<file path="src/rtl/ifetch.sv">
// Instruction fetch: owns the PC, reads a combinational imem and buffers {pc, op} in a
// small first-word-fall-through queue toward decode. A redirect flushes the queue.
module ifetch #(
  parameter int unsigned     AW       = 8,
  parameter int unsigned     DW       = 16,
  parameter int unsigned     DEPTH    = 2,
  parameter logic [AW-1:0]   RESET_PC = '0
) (
  input  logic          clk,
  input  logic          rst,
  output logic [AW-1:0] pc_o,
  input  logic [DW-1:0] op_i,
  input  logic          redir_valid,
  input  logic [AW-1:0] redir_pc,
  output logic          out_valid,
  output logic [DW-1:0] out_op,
  output logic [AW-1:0] out_pc,
  input  logic          out_ready
);

  localparam int unsigned PtrW = (DEPTH > 1) ? $clog2(DEPTH) : 1;
  localparam int unsigned CntW = $clog2(DEPTH + 1);
  localparam logic [PtrW-1:0] LastPtr = PtrW'(DEPTH - 1);
  localparam logic [CntW-1:0] Full    = CntW'(DEPTH);

  logic [AW-1:0]   pc_q, pc_d;
  logic [PtrW-1:0] head_q, head_d, tail_q, tail_d;
  logic [CntW-1:0] count_q, count_d;
  logic [DW-1:0]   op_mem_q [DEPTH];
  logic [AW-1:0]   pc_mem_q [DEPTH];

  logic pop, push;

  assign pc_o      = pc_q;
  assign out_valid = (count_q != '0);
  assign out_op    = op_mem_q[head_q];
  assign out_pc    = pc_mem_q[head_q];

  assign pop  = out_valid & out_ready;
  assign push = ~redir_valid & ((count_q < Full) | pop);

  always_comb begin
    pc_d    = pc_q;
    head_d  = head_q;
    tail_d  = tail_q;
    count_d = count_q;
    if (redir_valid) begin
      // Redirect wins: drop everything prefetched and restart at the target.
      pc_d    = redir_pc;
      head_d  = '0;
      tail_d  = '0;
      count_d = '0;
    end else begin
      if (push) begin
        pc_d   = pc_q + AW'(1);
        tail_d = (tail_q == LastPtr) ? '0 : tail_q + PtrW'(1);
      end
      if (pop) begin
        head_d = (head_q == LastPtr) ? '0 : head_q + PtrW'(1);
      end
      if (push && !pop) begin
        count_d = count_q + CntW'(1);
      end else if (pop && !push) begin
        count_d = count_q - CntW'(1);
      end
    end
  end

  always_ff @(posedge clk) begin
    if (rst) begin
      pc_q    <= RESET_PC;
      head_q  <= '0;
      tail_q  <= '0;
      count_q <= '0;
    end else begin
      pc_q    <= pc_d;
      head_q  <= head_d;
      tail_q  <= tail_d;
      count_q <= count_d;
    end
  end

  // Payload storage needs no reset; out_* are don't-care while the queue is empty.
  always_ff @(posedge clk) begin
    if (!rst && push) begin
      op_mem_q[tail_q] <= op_i;
      pc_mem_q[tail_q] <= pc_q;
    end
  end

endmodule

</file>
<file path="config.mk">
export PLATFORM = sky130hd
export DESIGN_NAME = ifetch
export DESIGN_NICKNAME = d
export VERILOG_FILES = /design/src/rtl/ifetch.sv
export SDC_FILE = /design/constraint.sdc
export NUM_CORES = 1
export LEC_CHECK = 0
export CORE_MARGIN = 2
export CORE_UTILIZATION = 44
export DETAILED_ROUTE_END_ITERATION = 16
export HOLD_SLACK_MARGIN = 0.05
export PLACE_DENSITY_LB_ADDON = 0.25
export SYNTH_ARGS = -nofsm -noshare
export SYNTH_HDL_FRONTEND = slang
export SYNTH_SLANG_ARGS = --single-unit
</file>
<file path="constraint.sdc">
create_clock -name clk -period 2.6 [get_ports clk]
set_clock_uncertainty 0.1 [all_clocks]
set_input_delay 0.52 -clock clk [delete_from_list [all_inputs] [get_ports clk]]
set_output_delay 0.52 -clock clk [all_outputs]
set_load 0.01 [all_outputs]
</file>
# [Word level (Yosys, flattened, before mapping)]
# Memory sizes are Yosys's and may differ from the RTL's. A register that Yosys moved wholly into a read port is not among the register bits.
# Index checks and enable logic that the tools add are counted.
[totals] register_bits=12 ramBits=48 inputBits=28 output_inout_bits=33 wordCells=38 n_memories=2
[memory_table] memory="op_mem_q" words=2 width=16 read_ports=1 rd_clocked_by_memory_dff=1 write_ports=1 line="29" rtl="logic [DW-1:0] op_mem_q [DEPTH];"
[memory_table] memory="pc_mem_q" words=2 width=8 read_ports=1 rd_clocked_by_memory_dff=1 write_ports=1 line="30" rtl="logic [AW-1:0] pc_mem_q [DEPTH];"
[classes] add_sub_neg=5 n_lt_le_gt_ge=1 mux=12 n_bitwise=4 n_reduce_logical=10
[op_table] op="$mux W8" count=2
[op_table] op="$add A8 B1 Y8 const B" count=1
[op_table] op="$mux W1" count=8
[op_table] op="$reduce_bool A2 Y1" count=3
[op_table] op="$mux W2" count=2
[op_table] op="$logic_and A1 B1 Y1" count=3
[op_table] op="$logic_not A1 Y1" count=3
[op_table] op="$add A1 B1 Y1 const B" count=2
[op_table] op="$add A2 B1 Y2 const B" count=1
[op_table] op="$and A1 B1 Y1" count=2
[op_table] op="$lt A2 B2 Y1 const B" count=1
[op_table] op="$reduce_or A2 Y1" count=1
[op_table] op="$sub A2 B1 Y2 const B" count=1
[op_table] op="$not A1 Y1" count=1
[op_table] op="$or A1 B1 Y1" count=1

# [Longest topological paths before layout]
# Gate-level depths: netlist of the first run.
[logic_depth] depth_word=8 ltp_mapped=8 depth_no_buf=7

# [Least setup slack after synthesis of the first run]
# No wires, ideal clock.
[synth_path] path_kind="input to register" from="input redir_valid" to="memory op_mem_q[0][0] (enable)" setup_ns=0.405 arrival_ns=1.908 required_ns=2.095 slack_ns=0.188 stages=4 n_path_buf=1 cell_sequence="buf_2 -> nor2_1 -> nand2_1 -> nor2_1"
[synth_between] elab_chain_cells=5
[synth_lines] item="from (decl)" line="13" rtl="input logic redir_valid,"
[synth_lines] item="$not A1 Y1" line="40" rtl="assign push = ~redir_valid & ((count_q < Full) | pop);"
[synth_lines] item="$and A1 B1 Y1" line="40"
[synth_lines] item="$logic_and A1 B1 Y1" line="85" rtl="if (!rst && push) begin"
[synth_lines] item="$mux W1" line="85"
[synth_lines] item="$mux W1 (not written as such)" line="86" rtl="op_mem_q[tail_q] <= op_i;"
[synth_lines] item="to (decl)" line="29"
# Every way passes these cells.

==> summary.txt, run 1 <==
Skew-Pair Late Insertion Delay - 0.32 ns
Clock tree buffer depth - 2
Hold Path Depth - 0
Area grow syn2layout - 35.8%
Clock group share of total power - 32.3%
Yosys warns - 0
# clock sinks - 61
Min Tclk post-route - 2.43 ns
Diode count - 0
Seq/Total Area, Yosys - 70.8%
Least-Margin Pin Slew - 0.318 ns
IO Pins - 61
Run status - complete, no violations
CP required - 1.98 ns
Vias in the first global route - 1,453
Die area - 6070 µm²
Critical path class - reg2out
Routed vias - 1,442
Reg area - 1700 µm²
Sw Ratio - 22.1%
Synth Instances - 151
Reg power frac - 55.4%
Final setup violation count - 0
Worst EP arrival - 1.81 ns
Fillers - 389
Syn Area/Cell - 15.9 µm²
Pwr dens - 623 nW/µm²
DRC violation count after routing - 0
Relative slew slack - 78.8%
Share of cells above drive strength 1 - 20.0%
Crit end category - output port
Setup crit end - out_pc[5]
Initial drt markers - 45
Hold_buf cts - 0
# Max-Cap Violations - 0
Clock slew at reported path FFs - 0.06 ns
Slew Limit Fails - 0
Yosys cell types - 24
Post-detail-place hpwl - 2.83 mm
Final Cycle Share - 93.7%
Die H - 77.9 µm
Area of the multi-input gates - 646 µm²
Setup tns final - 0 ns
Global route overflow - 0
Worst min-delay path category - reg2reg
Pwr Total - 2.03 mW
Peak supply drop - 0.358 mV
Post-synthesis net count - 181
Final net count - 250
Fmax - 411 MHz
GP Congestion - 0.756
P_sw - 0.450 mW
Core area - 5170 µm²
PortBufs - 60
Hold slack final - 0.434 ns
Worst setup SP type - register
Int Pwr - 1.58 mW
Std-Cell Rows - 26
Num CTS Buffers - 9
Mapped Area - 2400 µm²
Setup Buffers After CTS - 0
First-pass GRT wire length - 6.90 mm
Largest net degree at the start of global routing - 25
Worst r2r src - count_q[1]$_SDFFE_PP0P_
Final hold vios - 0
Max Fanout on Critical Path - 24
Total track usage - 15.1%
WL/cell - 14.2 µm
Initial Util - 46.4%
Via density - 4.89
Worst-case reg-to-reg path depth - 7
Antenna-violating nets left - 0
Post-CTS sizing - 0
FF-to-FF End - count_q[1]$_SDFFE_PP0P_
Register-to-register setup slack - 1.03 ns
Die width - 77.9 µm
Final Routed Wirelength - 4.20 mm
Number of synthesized register bits - 61
H-tree Lvls - 3
RSZ-0062 raised after global routing - no
Lkg Pwr - 1.15 nW
Pre-antenna DRT Iters - 4
CTS Root Cell - clkbuf_8
Logic pwr share - 12.3%
Initial antenna violation count - 0
CTS tree - yes
-- per-stage QoR --
stage / instance area [µm²] / setup slack [ns] / cells / utilization [%]
after floorplan: 2400 / 0.188 / 151 / -
after global placement: 3100 / 0.472 / 279 / 60.0
after detailed placement: 3100 / 0.374 / 279 / 60.0
after CTS: 3260 / 0.135 / 295 / 63.1
after global routing: 3260 / 0.0599 / 295 / 63.1
final: 3260 / 0.165 / 295 / 63.1
-- worst max-delay path, cell delays in order, from the launching register on --
cell and delay, ns:
dfxtp_1 0.31, buf_4 0.31, mux2_2 0.38, clkdlybuf4s50_1 0.49
-- cells in the final DEF, fill, tap and decap left out, types with 2 or more instances in the layout --
cell type	n
clkbuf_8	9
a21oi_1	6
edfxtp_1	48
buf_4	4
nand4_1	4
dfxtp_1	13
o21a_1	5
nor2_1	4
mux2i_1	2
nor3_1	5
nand2_1	3
clkdlybuf4s50_1	60
clkinv_1	2
mux2_2	25
xnor2_1	7
ha_1	2
clkinv_2	3
xor2_1	5
and3_1	3
inv_1	5
-- state kept, by name, summed over array words and instances, names as in the netlist, named ones only --
signal and flops:
tail_q 1, pc_o 8, pc_mem_q 16, head_q 1, count_q 2, op_mem_q 32
-- kinds of logic (layout without fill, tap and decap cells) --
logic type | count (synthesis) | count (layout) | synth area share, %
AO/OA/AOI/OAI | 12 | 12 | 3.07
multiplexers | 27 | 27 | 12.6
adder cells (fa/ha/maj) | 2 | 2 | 1.04
XOR/XNOR | 12 | 12 | 4.37
AND/OR/NAND/NOR | 25 | 25 | 5.73
flip-flops | 61 | 61 | 70.8
buffers and inverters | 12 | 86 | 2.40
-- power by group through the flow --
stage,Sequential (mW),Clock [mW],Combinational (mW)
after CTS,1.13,0.683,0.253
final,1.13,0.657,0.249
after detailed placement,1.15,0,0.250
after global placement,1.14,0,0.244
after floorplan,1.14,0,0.112
after global routing,1.13,0.733,0.269
-- how the worst min path moves through the flow --
stage	start	endpoint
6_report	pc_o[7]$_SDFFE_PP0P_	pc_mem_q[0][7]$_DFFE_PP_
5_1_grt	pc_o[7]$_SDFFE_PP0P_	pc_mem_q[1][7]$_DFFE_PP_
4_1_cts	pc_o[7]$_SDFFE_PP0P_	pc_mem_q[1][7]$_DFFE_PP_
3_5_place_dp	pc_o[6]$_SDFFE_PP0P_	pc_mem_q[0][6]$_DFFE_PP_
3_3_place_gp	pc_o[7]$_SDFFE_PP0P_	pc_mem_q[0][7]$_DFFE_PP_
2_1_floorplan	head_q$_SDFFE_PP0P_	register
-- layout make-up --
type,count,share of cell area (%)
tap,70,2.69
timing repair buffer,65,19.9
clock inverter,6,0.921
inverter,5,0.575
sequential,61,52.2
multi-input combinational,78,19.8
clock buffer,10,3.91
-- Yosys cell counts (all sizes together) --
cell | number | area (µm²)
a21oi | 6 | 30.0
and3 | 3 | 18.8
buf | 5 | 31.3
clkbuf | 2 | 7.51
dfxtp | 13 | 260
edfxtp | 48 | 1440
ha | 2 | 25.0
inv | 5 | 18.8
mux2 | 25 | 282
mux2i | 2 | 20.0
nand2 | 3 | 11.3
nand2b | 1 | 13.8
nand3 | 1 | 5.00
nand4 | 4 | 25.0
nor2 | 5 | 18.8
nor2b | 1 | 6.26
nor3 | 5 | 25.0
nor3b | 1 | 7.51
o21a | 5 | 37.5
o22ai | 1 | 6.26
or2 | 1 | 6.26
xnor2 | 7 | 61.3
xor2 | 5 | 43.8
-- metal layers --
layer / GRT usage, % / part of all wire [%]
met5: 0 / 0
met3: 5.93 / 7.3
met4: 5.79 / 1.5
met2: 24.8 / 50
met1: 17.8 / 41
(Power assumes the default switching activity.)
==> run 2: changes to the inputs <==
--- a/config.mk
+++ b/config.mk
@@ -5,6 +5,7 @@
 export SDC_FILE = /design/constraint.sdc
 export NUM_CORES = 1
 export LEC_CHECK = 0
+export ABC_AREA = 0
 export CORE_MARGIN = 2
 export CORE_UTILIZATION = 44
 export DETAILED_ROUTE_END_ITERATION = 16
==> results of run 2 <==
Final layout, timing and power as in run 1 (identical DEF).
